## src/rtl/rll_key_pkg.sv

```systemverilog
// -----------------------------------------------------------------------------
// rll_key_pkg
// Shared types and constants for the rll32 key loader.
//   state_e      : loader FSM states
//   CHECK_WIDTH  : checksum bits appended after the key
//   FRAME_LEN    : serial frame length for the default 32-bit key
//   cnt_width()  : bit counter width able to hold 0..n inclusive
// -----------------------------------------------------------------------------
package rll_key_pkg;

    typedef enum logic [1:0] {
        IDLE  = 2'd0,
        LOAD  = 2'd1,
        CHECK = 2'd2,
        READY = 2'd3
    } state_e;

    localparam int KEY_WIDTH_DEF = 32;
    localparam int CHECK_WIDTH   = 8;
    localparam int FRAME_LEN     = KEY_WIDTH_DEF + CHECK_WIDTH;

    // Counter must be able to reach n itself, so size for n+1 values.
    function automatic int cnt_width(input int n);
        return $clog2(n + 1);
    endfunction

endpackage

```

## src/rtl/rll_key_loader_if.sv

```systemverilog
// -----------------------------------------------------------------------------
// rll_key_loader_if
// Key source <-> loader bundle.
//   start, bit_in, bit_valid          : serial frame from the key source
//   key_out, key_valid, key_error,
//   busy, locked                      : verified key and status to the core side
// master: key source / test driver.  slave: rll_key_loader.
// -----------------------------------------------------------------------------
interface rll_key_loader_if #(
    parameter int KEY_WIDTH = 32
);
    logic                 start;
    logic                 bit_in;
    logic                 bit_valid;
    logic [KEY_WIDTH-1:0] key_out;
    logic                 key_valid;
    logic                 key_error;
    logic                 busy;
    logic                 locked;

    modport master (
        output start, bit_in, bit_valid,
        input  key_out, key_valid, key_error, busy, locked
    );

    modport slave (
        input  start, bit_in, bit_valid,
        output key_out, key_valid, key_error, busy, locked
    );
endinterface

```

## src/rtl/rll_key_checksum.sv

```systemverilog
// -----------------------------------------------------------------------------
// rll_key_checksum
// Combinational XOR-fold of the key into CHECK_WIDTH-bit chunks (bytes by
// default) and compare against the received checksum.
//   key   : KEY_WIDTH received key bits
//   chk   : CHECK_WIDTH received checksum bits
//   match : 1 when fold(key) == chk
// -----------------------------------------------------------------------------
module rll_key_checksum
    import rll_key_pkg::*;
#(
    parameter int KEY_WIDTH   = 32,
    parameter int CHECK_WIDTH = rll_key_pkg::CHECK_WIDTH
) (
    input  logic [KEY_WIDTH-1:0]   key,
    input  logic [CHECK_WIDTH-1:0] chk,
    output logic                   match
);
    localparam int NCHUNK = KEY_WIDTH / CHECK_WIDTH;

    // Running XOR: acc[g+1] = acc[g] ^ chunk g.
    logic [NCHUNK:0][CHECK_WIDTH-1:0] acc;

    assign acc[0] = '0;

    for (genvar g = 0; g < NCHUNK; g++) begin : g_fold
        assign acc[g+1] = acc[g] ^ key[g*CHECK_WIDTH +: CHECK_WIDTH];
    end

    assign match = (acc[NCHUNK] == chk);
endmodule

```

## src/rtl/rll_key_loader.sv

```systemverilog
// -----------------------------------------------------------------------------
// rll_key_loader
// Receives a serial LSB-first frame {chk, key}, verifies the XOR-fold checksum
// and presents a stable verified key to the locked rll32 core.
//   clk  : single clock
//   rst  : synchronous active-high reset
//   bus  : rll_key_loader_if.slave (start/bit_in/bit_valid in,
//          key_out/key_valid/key_error/busy/locked out)
// key_out only changes on the checksum cycle or on reset, so the core never
// sees a partially shifted key.
// -----------------------------------------------------------------------------
module rll_key_loader
    import rll_key_pkg::*;
#(
    parameter int KEY_WIDTH   = 32,
    parameter int CHECK_WIDTH = rll_key_pkg::CHECK_WIDTH,
    parameter bit ONE_SHOT    = 1'b1
) (
    input  logic             clk,
    input  logic             rst,
    rll_key_loader_if.slave  bus
);
    localparam int FLEN = KEY_WIDTH + CHECK_WIDTH;
    localparam int CW   = cnt_width(FLEN);

    state_e               state;
    logic [FLEN-1:0]      sr;
    logic [CW-1:0]        cnt;
    logic [KEY_WIDTH-1:0] key_q;
    logic                 valid_q;
    logic                 err_q;
    logic                 busy_q;
    logic                 locked_q;
    logic                 match;

    // Shift right: after FLEN bits the first accepted bit sits in sr[0].
    rll_key_checksum #(
        .KEY_WIDTH   (KEY_WIDTH),
        .CHECK_WIDTH (CHECK_WIDTH)
    ) u_chk (
        .key   (sr[KEY_WIDTH-1:0]),
        .chk   (sr[FLEN-1:KEY_WIDTH]),
        .match (match)
    );

    always_ff @(posedge clk) begin
        if (rst) begin
            state    <= IDLE;
            sr       <= '0;
            cnt      <= '0;
            key_q    <= '0;
            valid_q  <= 1'b0;
            err_q    <= 1'b0;
            busy_q   <= 1'b0;
            locked_q <= 1'b0;
        end else begin
            case (state)
                IDLE, READY: begin
                    // key_out keeps its last value while a new frame loads.
                    if (bus.start && !locked_q) begin
                        state   <= LOAD;
                        sr      <= '0;
                        cnt     <= '0;
                        valid_q <= 1'b0;
                        err_q   <= 1'b0;
                        busy_q  <= 1'b1;
                    end
                end
                LOAD: begin
                    if (bus.start) begin
                        // Restart wins over a bit presented on the same edge.
                        sr  <= '0;
                        cnt <= '0;
                    end else if (bus.bit_valid) begin
                        sr  <= {bus.bit_in, sr[FLEN-1:1]};
                        cnt <= cnt + CW'(1);
                        if (cnt == CW'(FLEN - 1))
                            state <= CHECK;
                    end
                end
                CHECK: begin
                    busy_q <= 1'b0;
                    if (match) begin
                        key_q    <= sr[KEY_WIDTH-1:0];
                        valid_q  <= 1'b1;
                        err_q    <= 1'b0;
                        locked_q <= ONE_SHOT;
                        state    <= READY;
                    end else begin
                        key_q   <= '0;
                        valid_q <= 1'b0;
                        err_q   <= 1'b1;
                        state   <= IDLE;
                    end
                end
                default: state <= IDLE;
            endcase
        end
    end

    assign bus.key_out   = key_q;
    assign bus.key_valid = valid_q;
    assign bus.key_error = err_q;
    assign bus.busy      = busy_q;
    assign bus.locked    = locked_q;
endmodule

```

## src/flat_wrapper.sv

```systemverilog
// flat-port wrapper written by rule: the top's interface ports become plain ports
module rll_key_loader_flat import rll_key_pkg::*;
#(
    parameter int KEY_WIDTH   = 32,
    parameter int CHECK_WIDTH = rll_key_pkg::CHECK_WIDTH,
    parameter bit ONE_SHOT    = 1'b1
)
  (clk, rst, bus_start, bus_bit_in, bus_bit_valid, bus_key_out, bus_key_valid, bus_key_error, bus_busy, bus_locked);
  rll_key_loader_if #(.KEY_WIDTH(KEY_WIDTH)) bus_i ();
  input  logic clk;
  input  logic rst;
  input wire logic [$bits(bus_i.start)-1:0] bus_start;
  input wire logic [$bits(bus_i.bit_in)-1:0] bus_bit_in;
  input wire logic [$bits(bus_i.bit_valid)-1:0] bus_bit_valid;
  output wire logic [$bits(bus_i.key_out)-1:0] bus_key_out;
  output wire logic [$bits(bus_i.key_valid)-1:0] bus_key_valid;
  output wire logic [$bits(bus_i.key_error)-1:0] bus_key_error;
  output wire logic [$bits(bus_i.busy)-1:0] bus_busy;
  output wire logic [$bits(bus_i.locked)-1:0] bus_locked;
  assign bus_i.start = bus_start;
  assign bus_i.bit_in = bus_bit_in;
  assign bus_i.bit_valid = bus_bit_valid;
  assign bus_key_out = bus_i.key_out;
  assign bus_key_valid = bus_i.key_valid;
  assign bus_key_error = bus_i.key_error;
  assign bus_busy = bus_i.busy;
  assign bus_locked = bus_i.locked;
  rll_key_loader #(.KEY_WIDTH(KEY_WIDTH), .CHECK_WIDTH(CHECK_WIDTH), .ONE_SHOT(ONE_SHOT)) u_core (.clk(clk), .rst(rst), .bus(bus_i));
endmodule
```

## config.mk

```make
export PLATFORM = sky130hd
export DESIGN_NAME = rll_key_loader_flat
export DESIGN_NICKNAME = d
export VERILOG_FILES = /design/src/rtl/rll_key_pkg.sv /design/src/rtl/rll_key_loader_if.sv /design/src/rtl/rll_key_checksum.sv /design/src/rtl/rll_key_loader.sv /design/src/flat_wrapper.sv
export SDC_FILE = /design/constraint.sdc
export NUM_CORES = 1
export LEC_CHECK = 0
export BUFFER_PORTS_ARGS = -buffer_cell sky130_fd_sc_hd__buf_2
export CELL_PAD_IN_SITES_DETAIL_PLACEMENT = 0
export CELL_PAD_IN_SITES_GLOBAL_PLACEMENT = 1
export CORE_AREA = 10 10 133 135
export CTS_CLUSTER_DIAMETER = 80
export CTS_CLUSTER_SIZE = 24
export DETAILED_ROUTE_END_ITERATION = 16
export DIE_AREA = 0 0 143 145
export HOLD_SLACK_MARGIN = 0.12
export PLACE_DENSITY = 0.55
export SYNTH_ARGS = -nofsm -noshare
export SYNTH_HDL_FRONTEND = slang
export SYNTH_SLANG_ARGS = --single-unit
```

## constraint.sdc

```tcl
create_clock -name clk -period 1.95 [get_ports clk]
set_input_delay 0.0975 -clock clk [delete_from_list [all_inputs] [get_ports clk]]
set_output_delay 0.0975 -clock clk [all_outputs]
set_load 0.005 [all_outputs]
```

==> results.json <==
{
  "die_y_um": 145,
  "crit_type": "reg2reg",
  "via_count": 3043,
  "drive_gt1_frac": 0.2479,
  "cts-htree-levels": 3,
  "start_util": 0.2447,
  "vdd_ir_drop_max_mv": 0.4466,
  "nNetsFinal": 475,
  "fmax_ghz": 0.5027,
  "leakage_nw": 1.791,
  "crit_family": "XOR/XNOR gates",
  "yosysWarningCount": 0,
  "hold_violations": 0,
  "remaining_drc_errors": 0,
  "grt_max_degree": 68,
  "die_width_um": 143,
  "vias_per_cell": 4.611,
  "cts_buffers": 9,
  "tightest_slew_ns": 0.6464,
  "seqCellArea_um2": 1689,
  "status": "complete, but fails checks",
  "avgSynthCellArea_um2": 8.907,
  "ios": 41,
  "antenna_cells": 0,
  "core_area_um2": 15030,
  "timing.max_cap.violations": 0,
  "finalClockSkew_ns": 0.009242,
  "synth_area_um2": 3679,
  "worst_slack_ns": -0.03939,
  "rsz0062_at_grt": "true",
  "dieArea_um2": 20740,
  "wl_per_cell_um": 15.88,
  "cp_data_arrival_time_ns": 2.23,
  "place_congestion": 0.7799,
  "fin_crit_ns": 1.989,
  "critPathBufInv": 1,
  "drtAntennaViolNets": 0,
  "dr.pass1.iters": 4,
  "whs_ns": 0.1731,
  "cts-root-buf": "clkbuf_16",
  "fin_util": 0.3183,
  "mostFrequentLayoutCells": "nand2_1 (107), dfxtp_1 (80), a21oi_1 (58), buf_2 (40), buf_4 (22)",
  "finalCritPeriodShare": 1.020,
  "hold_class": "in2reg",
  "grt_pass1_wl_um": 16570,
  "setup_viol": 13,
  "fillCellCount": 1575,
  "syn-instance-count": 413,
  "maxSlewViolCount": 0,
  "area_growth_pct": 30.07,
  "mostFrequentLayoutCell": "nand2_1",
  "critPathCaptureType": "register",
  "cpMaxStageDelayCell": "xnor3_1",
  "clkTransAtPathRegs_ns": 0.06,
  "cts_sinks": 84,
  "required_ns": 2.19,
  "antenna_found_initial": 0,
  "synth_seq_cells": 84,
  "worstSkewPairLatency_ns": 0.35,
  "drt_iter0_drc": 225,
  "cts_tree": "done",
  "multi_input_area_um2": 1954,
  "port-buffer-count": 40,
  "crit_fanout": 6,
  "hpwl_um": 6986,
  "maxSlewHeadroom": 0.5686,
  "core.rowCount": 45,
  "totalWireLength_um": 10480,
  "cp_slowest_stage_delay_ns": 0.44,
  "violations": "negative setup slack",
  "cp-start-kind": "register",
  "clk_path_buf_depth": 2,
  "dpl_cell_area_um2": 4273,
  "fin_area_um2": 4785,
  "grt_pass1_vias": 2961,
  "overflow": 0,
  "power.density_nw_per_um2": 1024,
  "synth.net_count": 421,
  "track_usage": 0.1018,
  "synth.distinct_cells": 32,
  "seq_area_frac_synth": 0.4571,
  "crit_chain": "xnor3_1, xnor2_2, nor4_4, nand2_2, buf_12, a32o_1"
}
==> cells by family (layout without fill, tap and decap cells) <==
family | after synthesis | count (layout) | synth area share
and+or+nand+nor | 173 | 173 | 0.2310
AOI/OAI and AO/OA | 89 | 89 | 0.1657
DFF | 84 | 84 | 0.4571
buffers and inverters | 35 | 94 | 0.03707
xor gates and xnor gates | 29 | 29 | 0.09898
adders and majority gates | 3 | 3 | 0.01021
==> area by class of cell <==
cell class / count / share of cell area
Tap cell: 188 / 0.04916
Timing Repair Buffer: 73 / 0.1187
Clock buffer: 12 / 0.05152
Clock inverter: 4 / 0.01517
Inverter: 5 / 0.003923
Multi-Input combinational cell: 294 / 0.4085
Sequential cell: 84 / 0.3530
==> routing by layer <==
layer / track usage / wire length, um / vias to the layer above
li1: - / - / 1517
met1: 0.1349 / 5012 / 1459
met2: 0.1504 / 4823 / 56
met3: 0.02901 / 487 / 11
met4: 0.04180 / 160 / 0
met5: 0 / 0 / -
==> path summary, 6_finish.rpt <==
| check | depth (start not counted) | to | slack, ns | startpoint |
|---|---|---|---|---|
| hold / removal | 4 | u_core.bus.busy | 0.17 | bus_start |
| setup / recovery | 6 | u_core.bus.key_error | -0.04 | u_core.sr[8] |
| setup reg to reg | 6 | u_core.bus.key_error | -0.04 | u_core.sr[8] |
| hold reg to reg | 2 | u_core.bus.key_valid | 0.44 | u_core.bus.key_valid |
==> cells in the mapped netlist <==
master / count / area share
a31oi_1: 2 / 0.0034
nor2b_1: 1 / 0.0017
xnor3_1: 8 / 0.049
buf_2: 4 / 0.0054
nor2_1: 7 / 0.0071
ha_1: 3 / 0.010
a32o_1: 1 / 0.0027
o31ai_2: 18 / 0.061
o31ai_1: 1 / 0.0020
o21a_1: 1 / 0.0020
a211oi_1: 1 / 0.0020
a41oi_1: 1 / 0.0024
xnor2_1: 9 / 0.021
o21ai_1: 2 / 0.0027
nand2_2: 1 / 0.0017
nand3b_1: 19 / 0.039
nor4_4: 2 / 0.012
and3_1: 1 / 0.0017
nand4_1: 17 / 0.029
clkbuf_1: 26 / 0.027
inv_1: 5 / 0.0051
o41ai_1: 1 / 0.0024
or2_1: 1 / 0.0017
nand2_1: 107 / 0.11
nand2b_1: 16 / 0.027
nor3_1: 1 / 0.0014
xor2_1: 12 / 0.029
a21o_1: 1 / 0.0020
o21ai_0: 1 / 0.0014
a21oi_1: 58 / 0.079
dfxtp_1: 84 / 0.46
o2bb2ai_1: 1 / 0.0024
==> worst reg2reg max path: cells and delay by family (launching register included) <==
kind / cells / cell delay (ns)
compound gates: 1 / 0.21
xor+xnor: 2 / 0.63
buf+inv: 1 / 0.19
flops: 1 / 0.34
simple gates: 2 / 0.50
==> state kept, by name (all words and copies together) (netlist names) <==
register              flops
u_core.sr                40
u_core.state              2
u_core.bus.busy           1
u_core.bus.key_valid      1
u_core.cnt                6
u_core.bus.key_out       32
u_core.bus.key_error      1
u_core.bus.locked         1
==> power breakdown <==
group          internal, mW  leakage, nW  switching [mW]
clock                  1.16        0.153           0.700
combinational         0.464        0.958           0.784
sequential             1.76        0.680          0.0352
total                  3.38         1.79            1.52
==> what timing repair did <==
item / 4_1_cts / 5_1_grt
hold buffers: 1 / 0
resized for setup: 0 / 19
buffers inserted: 0 / 4
hold endpoints to repair: 1 / 0
endpoints found under the setup margin: 0 / 33
==> metrics by stage <==
step / power, mW / instances / setup slack (ns) / setup TNS [ns]
2_1_floorplan: 2.513 / 413 / 0.06101 / 0
3_5_place_dp: 2.988 / 636 / 0.02879 / 0
5_1_grt: 5.135 / 660 / -0.1123 / -2.583
4_1_cts: 4.862 / 653 / 0.008672 / 0
6_report: 4.898 / 660 / -0.03939 / -0.3005
3_3_place_gp: 2.995 / 636 / 0.07795 / 0
Power figures use the tool's default switching activity.
